[src/rtl/key_debounce_array_pkg.sv]
// Shared constants and helpers for the key debounce array.
// Holds the default 20 ms stable window and the counter-width function.
package key_debounce_array_pkg;

    localparam int DEBOUNCE_STABLE_20MS_50M = 1000000;

    // Bits needed to hold the values 0 .. value-1.
    function automatic int clog2(input int value);
        int width;
        int rem;
        width = 0;
        rem   = value - 1;
        while (rem > 0) begin
            width = width + 1;
            rem   = rem >> 1;
        end
        return width;
    endfunction

endpackage

[src/rtl/key_debounce_array_debounce_channel.sv]
// One key channel: pin synchroniser, stability counter and registered press/release pulses.
// out_key is always active-high (1 = pressed) whatever the pin polarity.
module debounce_channel
    import key_debounce_array_pkg::*;
#(
    parameter int STABLE_CYCLES = DEBOUNCE_STABLE_20MS_50M,
    parameter int SYNC_STAGES   = 2,
    parameter int ACTIVE_LOW    = 1
) (
    input  logic clk,
    input  logic clr,
    input  logic in_key,
    output logic out_key,
    output logic press,
    output logic release_pulse
);

    localparam int                CNT_W    = clog2(STABLE_CYCLES);
    localparam logic              IDLE_PIN = (ACTIVE_LOW != 0);
    localparam logic [CNT_W-1:0]  CNT_LAST = CNT_W'(STABLE_CYCLES - 1);

    logic [SYNC_STAGES-1:0] sync_q;
    logic [CNT_W-1:0]       cnt_q;
    logic                   sample;

    // The chain resets to the idle pin level so a key held through reset
    // is seen as a fresh press afterwards, never as a release.
    always_ff @(posedge clk or posedge clr) begin
        if (clr) begin
            sync_q <= {SYNC_STAGES{IDLE_PIN}};
        end else begin
            sync_q <= {sync_q[SYNC_STAGES-2:0], in_key};
        end
    end

    assign sample = sync_q[SYNC_STAGES-1] ^ IDLE_PIN;

    always_ff @(posedge clk or posedge clr) begin
        if (clr) begin
            cnt_q         <= '0;
            out_key       <= 1'b0;
            press         <= 1'b0;
            release_pulse <= 1'b0;
        end else begin
            press         <= 1'b0;
            release_pulse <= 1'b0;
            if (sample == out_key) begin
                cnt_q <= '0;
            end else if (cnt_q == CNT_LAST) begin
                // STABLE_CYCLES-th consecutive differing edge: accept the new level.
                cnt_q         <= '0;
                out_key       <= sample;
                press         <= sample;
                release_pulse <= ~sample;
            end else begin
                cnt_q <= cnt_q + CNT_W'(1);
            end
        end
    end

endmodule

[src/rtl/key_debounce_array.sv]
// Array of N_KEYS independent debounced key channels.
// The release output is named release_pulse because "release" is a reserved word.
module key_debounce_array
    import key_debounce_array_pkg::*;
#(
    parameter int N_KEYS        = 4,
    parameter int STABLE_CYCLES = DEBOUNCE_STABLE_20MS_50M,
    parameter int SYNC_STAGES   = 2,
    parameter int ACTIVE_LOW    = 1
) (
    input  logic              clk,
    input  logic              clr,
    input  logic [N_KEYS-1:0] in_key,
    output logic [N_KEYS-1:0] out_key,
    output logic [N_KEYS-1:0] press,
    output logic [N_KEYS-1:0] release_pulse
);

    for (genvar i = 0; i < N_KEYS; i++) begin : g_chan
        debounce_channel #(
            .STABLE_CYCLES (STABLE_CYCLES),
            .SYNC_STAGES   (SYNC_STAGES),
            .ACTIVE_LOW    (ACTIVE_LOW)
        ) u_chan (
            .clk           (clk),
            .clr           (clr),
            .in_key        (in_key[i]),
            .out_key       (out_key[i]),
            .press         (press[i]),
            .release_pulse (release_pulse[i])
        );
    end

endmodule

[config.mk]
export PLATFORM = sky130hd
export DESIGN_NAME = key_debounce_array
export DESIGN_NICKNAME = d
export VERILOG_FILES = /design/src/rtl/key_debounce_array_pkg.sv /design/src/rtl/key_debounce_array_debounce_channel.sv /design/src/rtl/key_debounce_array.sv
export SDC_FILE = /design/constraint.sdc
export NUM_CORES = 1
export LEC_CHECK = 0
export ABC_AREA = 1
export CELL_PAD_IN_SITES_DETAIL_PLACEMENT = 0
export CELL_PAD_IN_SITES_GLOBAL_PLACEMENT = 1
export CORE_MARGIN = 3
export CORE_UTILIZATION = 45
export DETAILED_ROUTE_END_ITERATION = 7
export GPL_TIMING_DRIVEN = 0
export PLACE_DENSITY_LB_ADDON = 0.3
export SYNTH_ARGS = -nofsm -noshare
export SYNTH_HDL_FRONTEND = slang
export SYNTH_SLANG_ARGS = --single-unit
export TNS_END_PERCENT = 50
[constraint.sdc]
create_clock -name clk -period 10.3 [get_ports clk]
set_input_delay 2.06 -clock clk [delete_from_list [all_inputs] [get_ports clk]]
set_output_delay 2.06 -clock clk [all_outputs]
set_load 0.02 [all_outputs]
# ---- After elaboration in Yosys (flattened, before gate mapping)
# Cells that the tools add are included.
dict set report classes {
  addsub 4
  mul 0
  div 0
  n_lt_le_gt_ge 0
  n_eq_ne 8
  shifts 0
  n_mux 24
  bitwise_logic 8
  n_reduce_logical 4
}
# cell count
set ops {}
lappend ops {{$mux 20} 8}
lappend ops {{$add 20x1->20 const B} 4}
lappend ops {{$eq 20x20->1 const B} 4}
lappend ops {{$mux 1} 16}
lappend ops {{$not 1->1} 8}
lappend ops {{$reduce_and 2->1} 4}
lappend ops {{$eq 1x1->1} 4}
dict set report totals {
  reg_bits 100
  latch_bits 0
  ramBits 0
  rom_bits 0
  input_bits 6
  memories 0
}

# ---- Depth between registers and ports, before layout
# Gate-level depths: netlist (run 1).
dict set report depth {
  ltp_word 4
  ltp_mapped 9
  depth_no_buf 9
}

# ---- By module
# Synthesis (run 1) repeated with hierarchy kept, for this count alone.
dict set report hier_totals {
  cells_unflattened 652
  area_unflattened_um2 5535.3
}
# mod n_inst cells_each area_each_um2 seq_area_each_um2
set by_module_without_submodules {}
lappend by_module_without_submodules {debounce_channel 4 163 1383.8 628.1}

# ---- Worst setup path after synthesis (run 1)
# No wires, ideal clock.
dict set report synth_path {
  path_type {register -> output}
  from {reg g_chan[1].u_chan.out_key}
  to {out out_key[1]}
  arrival_time_ns 0.558
  required_ns 8.240
  setup_slack_ns 7.682
  stages_incl_launch_ff 2
  path_buffers 1
  cell_sequence {dfrtp_1 > buf_4}
}
# item line_no
set synth_lines {}
lappend synth_lines {{start, declared} key_debounce_array_debounce_channel.sv:13} ;# output logic out_key,
lappend synth_lines {{start signal, assigned} key_debounce_array_debounce_channel.sv:52} ;# out_key <= sample;
lappend synth_lines {{end, declared} key_debounce_array.sv:14} ;# output logic [N_KEYS-1:0] out_key,
# No word-level cell between the ends.

# ---- Final worst setup path (run 1)
dict set report layout_path {
  from {reg g_chan[1].u_chan.out_key}
  to {out out_key[1]}
}
# No word-level cell between the ends.

==> run summary, run 1 <==
• diode count: 0
• Detailed Routing Iterations Pass 1: 4
• worst relative slew slack: 64.2%
• type of element capturing the critical path: output port
• DP Wirelength: 7.40 mm
• post-DR wirelength/cell: 12.4 µm
• standby leakage power: 2.50 nW
• setup bufs post-CTS: 0
• Hold/Removal Path Class: reg2reg
• Gate Count Post-Synth: 653
• Core Util, Final: 53.1%
• post-detailed-route count of antenna-violating nets: 0
• number of flops mapped to enable cells by yosys: 0
• nets@finish: 692
• Final setup violation count: 0
• H-tree Lvls: 3
• MaxCap Viol Count: 0
• number of pins with negative max-slew slack in the final report: 0
• maximum clock frequency: 0.281 GHz
• via count: 4,069
• DRC marker count from the first detailed-route iteration: 241
• drc violations: 0
• number of cells in the finished layout apart from fillers: 827
• total of cells resized after clock tree synthesis: 0
• I/O pin total: 18
• number of buffers added by the clock tree synthesis step: 9
• number of clock sinks: 100
• pin count of the biggest net entering global routing: 65
• initial antenna violation count: 0
• outcome: complete, no violations
• Die Wd: 114 µm
• largest fanout of any net on the critical path: 5
• hold slack: 0.356 ns
• RSZ-0062 raised after global routing: false
• Setup TNS Final: 0 ns
• Max Root-Sink Buffers: 2
• clock tree root driver cell: clkbuf_16
• clock insertion delay at the later pin of the skew report: 0.35 ns
• Post-Place Cells: 811
• post-synthesis cell area: 5240 µm²
• via count normalized by instance count: 4.92
• worst setup timing slack at the placement stage: 7.08 ns
• post-synth cell types: 35
• global placer's final weighted congestion: 0.813
• power density of the placed cells: 129 nW/µm²
• synthesis-to-finish area growth: 12.6%
• transition time at the pin with the least slew margin: 0.537 ns
• Critical Path Start Type: flip-flop
• number of placement rows: 38
• ratio of final minimum period to clock period: 34.6%
• worst setup path class: reg2out
• area post-placement: 5620 µm²
• clock slew at reported path FFs: 0.06 ns
• asr flop ratio synth: 100%
• total gr overflow: 0
• Syn Nets: 663
• sequential fraction of the synthesis area: 47.9%
• design area: 5900 µm²
• IO Port Bufs: 17
• share of layout cells above drive strength 1: 10.3%
• final wirelength: 10.2 mm
• starting density of the core: 47.1%
• first-pass GRT wire length: 18.6 mm
• number of buffers added to fix hold violations after cts: 0
• Min Clock Period, post-route: 3.56 ns
• Final Hold Viols: 0
• Mapped Avg Cell Area: 8.03 µm²
• required time of the worst setup path: 8.24 ns
• CTS tree: done
• core region area: 11,100 µm²
• data arrival time of the worst path: 1.50 ns
• final worst slack: 6.74 ns
• most used flip-flop cell after synthesis: dfrtp_1
• maximum ir drop on the vdd rail: 0.000113 V
• number of register bits inferred by synthesis: 100
• Tot Pwr: 0.761 mW
• number of global-route vias before repair: 4,050
• setup skew after layout: 0.00578 ns
• overall routing resource usage: 17.8%
• height of the die: 114 µm
• number of synthesis warnings: 0
• area of the die: 13,000 µm²
-- cell families after synthesis --
| logic type | after synthesis | share of synthesized area [%] |
|---|---|---|
| flip-flops | 100 | 47.9 |
| XOR/XNOR | 43 | 7.18 |
| adder cells (fa/ha/maj) | 4 | 0.955 |
| AND/OR/NAND/NOR | 413 | 35.6 |
| AO/OA/AOI/OAI | 20 | 2.10 |
| buffers and inverters | 73 | 6.23 |
-- critical path: stages, from the launching register on --
cell,delay (ns)
dfrtp_1,0.44
buf_4,0.14
clkdlybuf4s50_1,0.59
-- layout by cell type (no fill, tap or decap), types with 3 or more instances in the layout --
master             n
nor2_4             5
ha_1               4
a21oi_1           12
nand3_2            5
xnor2_1           14
xor2_1            29
dfstp_2            8
nor2_1           182
nor3b_1            3
inv_1             55
clkbuf_1           5
nand4_1            8
nand2_2            7
nor3_1            10
clkbuf_16          9
nand2_1          104
nor2_2            10
clkdlybuf4s50_1   17
dfrtp_1           92
buf_4             12
nand3_1           66
and2_1             4
o21ai_0            3
-- metal layers --
metal | global-route usage (%) | wire length [µm] | up-vias
met2 | 28.4 | 4810 | 44
met3 | 5.09 | 337 | 11
li1 | - | - | 2111
met5 | 0 | 0 | -
met4 | 5.30 | 148 | 0
met1 | 23.6 | 4950 | 1903
-- sequential cells by signal (all words and copies together), names as in the netlist --
name	cells
g_chan.u_chan.out_key	4
g_chan.u_chan.release_pulse	4
g_chan.u_chan.press	4
g_chan.u_chan.sync_q	8
g_chan.u_chan.cnt_q	80
-- power breakdown --
part | internal (mW) | switching [mW] | total (mW)
registers | 0.399 | 0.00440 | 0.404
logic | 0.00872 | 0.0192 | 0.0279
clock network | 0.188 | 0.141 | 0.329
-- path summary, 6_finish.rpt --
check	from	endpoint	slack, ns	cells past startpoint
hold / removal	g_chan[2].u_chan.sync_q[0]$_DFF_PP1_	g_chan[2].u_chan.sync_q[1]$_DFF_PP1_	0.36	0
max in group asynchronous	clr	g_chan[3].u_chan.sync_q[1]$_DFF_PP1_	7.52	3
setup reg to reg	g_chan[0].u_chan.sync_q[1]$_DFF_PP1_	g_chan[0].u_chan.cnt_q[9]$_DFF_PP0_	8.67	5
setup / recovery	g_chan[1].u_chan.out_key$_DFFE_PP0P_	out_key[1]	6.74	2
hold reg to reg	g_chan[2].u_chan.sync_q[0]$_DFF_PP1_	g_chan[2].u_chan.sync_q[1]$_DFF_PP1_	0.36	0
min in group asynchronous	clr	g_chan[0].u_chan.cnt_q[8]$_DFF_PP0_	2.09	2
-- cells in the mapped netlist, drive strengths merged, types with 4 or more instances --
library cell,instances,area [µm²]
nand2,112,445
and2,4,25.0
dfstp,8,210
ha,4,50.1
a21oi,13,68.8
buf,13,101
nor3,12,76.3
nand4,8,50.1
nor2,198,822
xor2,29,254
dfrtp,92,2300
o21ai,4,20.0
inv,58,218
xnor2,14,123
nand3,72,398
-- cell type report --
cell class	instances	area, µm²
Buffer	15	109
Clock buffer	12	236
Clock inverter	4	50.0
Fill cell	1105	5220
Inverter	58	220
Multi-Input combinational cell	480	2400
Sequential cell	100	2510
Tap cell	140	175
Timing Repair Buffer	18	198
(Power assumes the default switching activity.)
==> run 2: changes to the inputs <==
Clock period 10.3 ns to 3.6 ns, I/O delays scaled along.
==> results of run 2 <==
Same layout as run 1 (identical final DEF). Status: complete, no violations.
Among the figures that moved: setup slack after placement 7.08 ns -> 1.72 ns; setup slack after layout 6.74 ns -> 1.38 ns; register-to-register setup slack 8.67 ns -> 1.97 ns; total power 0.761 mW -> 2.18 mW; worst IR drop on VDD 0.000113 V -> 0.000323 V
